--- src/rtl/spi_fetch.sv ---
// spi_fetch: responder side of the control unit's instruction-fetch handshake.
// On a fetch request the block latches pc and runs one SPI flash READ
// transaction (mode 0, SCLK = clk/2). It returns the fetched byte on data and
// acknowledges with a 4-phase request/acknowledge handshake on spi_done.
//
// Parameters:
//   READ_CMD      command byte shifted out first
//   ADDR_HI       upper byte of the 24-bit flash address
// Ports:
//   clk           system clock, all state updates on posedge
//   rst           asynchronous active-high reset
//   spi_executing fetch request from the control unit (level)
//   pc            16-bit byte address, sampled on request acceptance
//   spi_done      acknowledge; data valid while high
//   data          fetched byte, held until the next capture
//   busy          high from acceptance until spi_done rises
//   sclk          SPI clock, idles low
//   cs_n          flash chip select, active low
//   mosi          serial data to flash
//   miso          serial data from flash
module spi_fetch #(
  parameter logic [7:0] READ_CMD = 8'h03,
  parameter logic [7:0] ADDR_HI  = 8'h00
) (
  input  logic        clk,
  input  logic        rst,
  input  logic        spi_executing,
  input  logic [15:0] pc,
  output logic        spi_done,
  output logic [7:0]  data,
  output logic        busy,
  output logic        sclk,
  output logic        cs_n,
  output logic        mosi,
  input  logic        miso
);

  typedef enum logic [1:0] {
    S_IDLE,
    S_SHIFT,
    S_DONE
  } state_t;

  state_t      r_state;
  // Command, address and eight trailing zeros: the zeros drive mosi low
  // during the data-receive periods without extra muxing.
  logic [39:0] r_shift;
  logic [5:0]  r_bitcnt;
  logic        r_phase_b;
  logic [6:0]  r_rx;
  logic [7:0]  r_data;
  logic        r_sclk;
  logic        r_cs_n;
  logic        r_busy;
  logic        r_done;

  always_ff @(posedge clk or posedge rst) begin
    if (rst) begin
      r_state   <= S_IDLE;
      r_shift   <= '0;
      r_bitcnt  <= '0;
      r_phase_b <= 1'b0;
      r_rx      <= '0;
      r_data    <= '0;
      r_sclk    <= 1'b0;
      r_cs_n    <= 1'b1;
      r_busy    <= 1'b0;
      r_done    <= 1'b0;
    end else begin
      case (r_state)
        S_IDLE: begin
          r_sclk <= 1'b0;
          r_cs_n <= 1'b1;
          r_busy <= 1'b0;
          if (spi_executing) begin
            r_shift   <= {READ_CMD, ADDR_HI, pc, 8'h00};
            r_bitcnt  <= '0;
            r_phase_b <= 1'b0;
            r_cs_n    <= 1'b0;
            r_busy    <= 1'b1;
            r_state   <= S_SHIFT;
          end
        end
        S_SHIFT: begin
          if (!r_phase_b) begin
            r_sclk    <= 1'b1;
            r_phase_b <= 1'b1;
          end else begin
            // End of a bit period: sample miso, drop sclk, present next bit.
            r_phase_b <= 1'b0;
            r_sclk    <= 1'b0;
            r_rx      <= {r_rx[5:0], miso};
            r_shift   <= {r_shift[38:0], 1'b0};
            if (r_bitcnt == 6'd39) begin
              r_data  <= {r_rx, miso};
              r_cs_n  <= 1'b1;
              r_busy  <= 1'b0;
              r_done  <= 1'b1;
              r_state <= S_DONE;
            end else begin
              r_bitcnt <= r_bitcnt + 6'd1;
            end
          end
        end
        S_DONE: begin
          if (!spi_executing) begin
            r_done  <= 1'b0;
            r_state <= S_IDLE;
          end
        end
        default: r_state <= S_IDLE;
      endcase
    end
  end

  assign spi_done = r_done;
  assign data     = r_data;
  assign busy     = r_busy;
  assign sclk     = r_sclk;
  assign cs_n     = r_cs_n;
  assign mosi     = r_shift[39];

endmodule

--- config.mk ---
export PLATFORM = sky130hd
export DESIGN_NAME = spi_fetch
export DESIGN_NICKNAME = d
export VERILOG_FILES = /design/src/rtl/spi_fetch.sv
export SDC_FILE = /design/constraint.sdc
export NUM_CORES = 1
export LEC_CHECK = 0
export CAP_MARGIN = 40
export CORE_AREA = 3 3 81 68
export CTS_CLUSTER_DIAMETER = 120
export DETAILED_ROUTE_END_ITERATION = 8
export DIE_AREA = 0 0 84 71
export DONT_BUFFER_PORTS = 1
export PLACE_DENSITY_LB_ADDON = 0.1
export SYNTH_ARGS = -nofsm -noshare
export SYNTH_HDL_FRONTEND = slang
export SYNTH_SLANG_ARGS = --single-unit
--- constraint.sdc ---
create_clock -name clk -period 1.9 [get_ports clk]
set_clock_uncertainty 0.2 [all_clocks]
set_input_delay 0.38 -clock clk [delete_from_list [all_inputs] [get_ports clk]]
set_output_delay 0.38 -clock clk [all_outputs]
set_load 0.01 [all_outputs]
==> impl_metrics.toml <==
[status]
status = "finished, final reports clean"

[logic_synthesis]
yosysMostFrequentCell = "dfrtp_1"
synthFlopType = "dfrtp_1"
ys.warnings.count = 0
seq_area_frac_synth_pct = 57.66
ys_types = 39
yosys.area.top_type = "dfrtp_1"
synth_common_cells = "dfrtp_1, o21ai_0, nand2_1"
synth.avg_cell_area_um2 = 11.58
synth.top_cell.area_share_pct = 56.65
synthTopCellsByArea = "dfrtp_1, o21ai_0, mux2i_1"
synthesis.nets = 246
ys_ff_latch = 60
synth_edf_count = 0
syn_inst = 225
synth_area_um2 = 2606
async_reset_ff_share_pct = 100.0

[routing]
drc = 0
viasPerCell = 5.877
ant_nets = 0
drt_wl_total_um = 4677
drt-initial-drc-count = 87
firstDrtPassIters = 4
vias = 1775
avgRoutedWirePerCell_um = 15.49

[finish]
utilization_pct = 59.92
layout-drive-gt1-share_pct = 17.50
antennaDiodeCount = 0
area_delta_synth_final_pct = 11.81
fillers = 387
design_area_um2 = 2914
nets = 256
stdcell_count = 302

[global_routing]
gr-total-overflow = 0
grt_first_pass_wirelength_um = 8245
grt_use_total_pct = 17.29
grt_pass1_vias = 1793
antenna_found_initial = 0
grt_max_degree = 40

[critical_path]
crit_buf_inv = 1
path_cells = "ha_1 -> nand4b_1 -> nor3_2 -> buf_6 -> mux2_2"
cp-end-kind = "register"
start_kind = "register"
cp_data_required_time_ns = 1.90
cp_top_family = "flip-flops"
cp_max_fo = 8
crit_cells = 5
reg2regPathDepth = 5
cpPeakStageDelay_ns = 0.39
cp_slowest_cell = "dfrtp_1"
crit_arrival_ns = 1.83
path_class = "register to register"

[power]
vdd_drop_max_mv = 0.7800
power_mw = 4.584
power.leakage_nw = 1.328
power_density_nw_per_um2 = 1573

[place]
place_area_um2 = 2696
gp_congestion = 0.7791
portBuffers = 0
post-place-ws_ns = 0.02704
placed_cells_incl_taps = 283
hpwl_um = 3161

[cts]
cts_tree = "done"
clk_pin_slew_ns = 0.06
cts_buffer_depth = 2
numClockSinks = 60
cts_setup_buffers = 0
ctsHtreeMaxLevel = 3
clock_latency_ns = 0.32
cts_root_buf = "clkbuf_8"
cts_made_buffers = 9

[sta]
finalCritPeriodShare_pct = 96.48
relSlewSlack_pct = 68.20
rsz0062_at_grt = "false"
slew_violations = 0
fmax_mhz = 545.5
finalSetupTns_ns = 0
finalCriticalPeriod_ns = 1.833
hold_viol_final = 0
finalSetupViolCount = 0
worstMarginPinSlew_ns = 0.4770
fin_hold_ws_ns = 0.06216
setup_ws_ns = 0.06680

[run]
max_cap_violations = 0

[floorplanning]
die_y_um = 71
dieArea_um2 = 5964
core-area_um2 = 4863
die_w_um = 84
num_rows = 23
start_util_pct = 53.59
ios = 33

[min_path]
hold_path.class = "input port to register"
hold_depth = 2
routing by layer:
metal	global-route usage [%]	up-vias	wire, um
met3	7.916	4	317
met5	0	-	0
li1	-	827	-
met2	25.51	55	2199
met4	6.250	0	31
met1	22.69	889	2130
final timing paths:
check | from | end | slack, ns
worst max-delay path | r_bitcnt[0] | data[7] | 0.07
worst min-delay path | pc[12] | r_shift[20] | 0.06
worst max register to register | r_bitcnt[0] | data[7] | 0.07
worst min register to register | r_rx[6] | r_rx[6] | 0.28
max in group asynchronous | rst | cs_n | 0.67
min in group asynchronous | rst | r_shift[28] | 0.39
where the power goes:
| group | internal [mW] | switching [mW] |
|---|---|---|
| combinational | 0.659 | 0.721 |
| sequential | 1.78 | 0.407 |
| clock | 0.577 | 0.439 |
| total | 3.02 | 1.57 |
cell usage in the layout (no fill, tap or decap), types with 2 or more instances in the layout:
master	instances
a211oi_1	2
a21o_1	2
a21oi_1	3
a22o_1	14
buf_4	10
clkbuf_1	2
clkbuf_8	12
clkinv_2	2
dfrtp_1	59
dlygate4sd3_1	3
inv_1	7
mux2_2	9
mux2i_1	16
nand2_1	25
nand2b_1	2
nand3_1	2
nand4b_1	2
nor2_1	3
nor2b_1	2
o211ai_1	2
o21ai_0	36
o22a_1	3
o2bb2ai_1	2
final cells by class:
| type | instances | area (um^2) | area share (%) |
|---|---|---|---|
| inverters | 8 | 33.78 | 1.159 |
| multi-input cells | 141 | 980.9 | 33.66 |
| flip-flops and latches | 60 | 1503 | 51.57 |
| clock inverters | 2 | 10.01 | 0.3435 |
| well taps | 62 | 77.57 | 2.662 |
| repair buffers | 15 | 136.4 | 4.680 |
| clock buffers | 14 | 172.7 | 5.925 |
flip-flops by register name, indices dropped and copies added (netlist names):
signal,count
r_bitcnt,6
busy,1
r_state,2
r_rx,7
sclk,1
cs_n,1
r_phase_b,1
data,8
r_shift,32
spi_done,1
kinds of logic after synthesis:
family	share of synthesized area, %
buffers and inverters	4.753
and+or+nand+nor	8.305
adders and majority gates	0.4800
DFF	57.66
muxes	10.56
AOI/OAI and AO/OA	18.24
what timing repair did:
item,4_1_cts,5_1_grt
hold buffers,3,0
resized for setup,0,2
setup endpoints to repair,0,13
hold endpoints to repair,63,0
No activity file was read; power rests on OpenSTA's default activity.
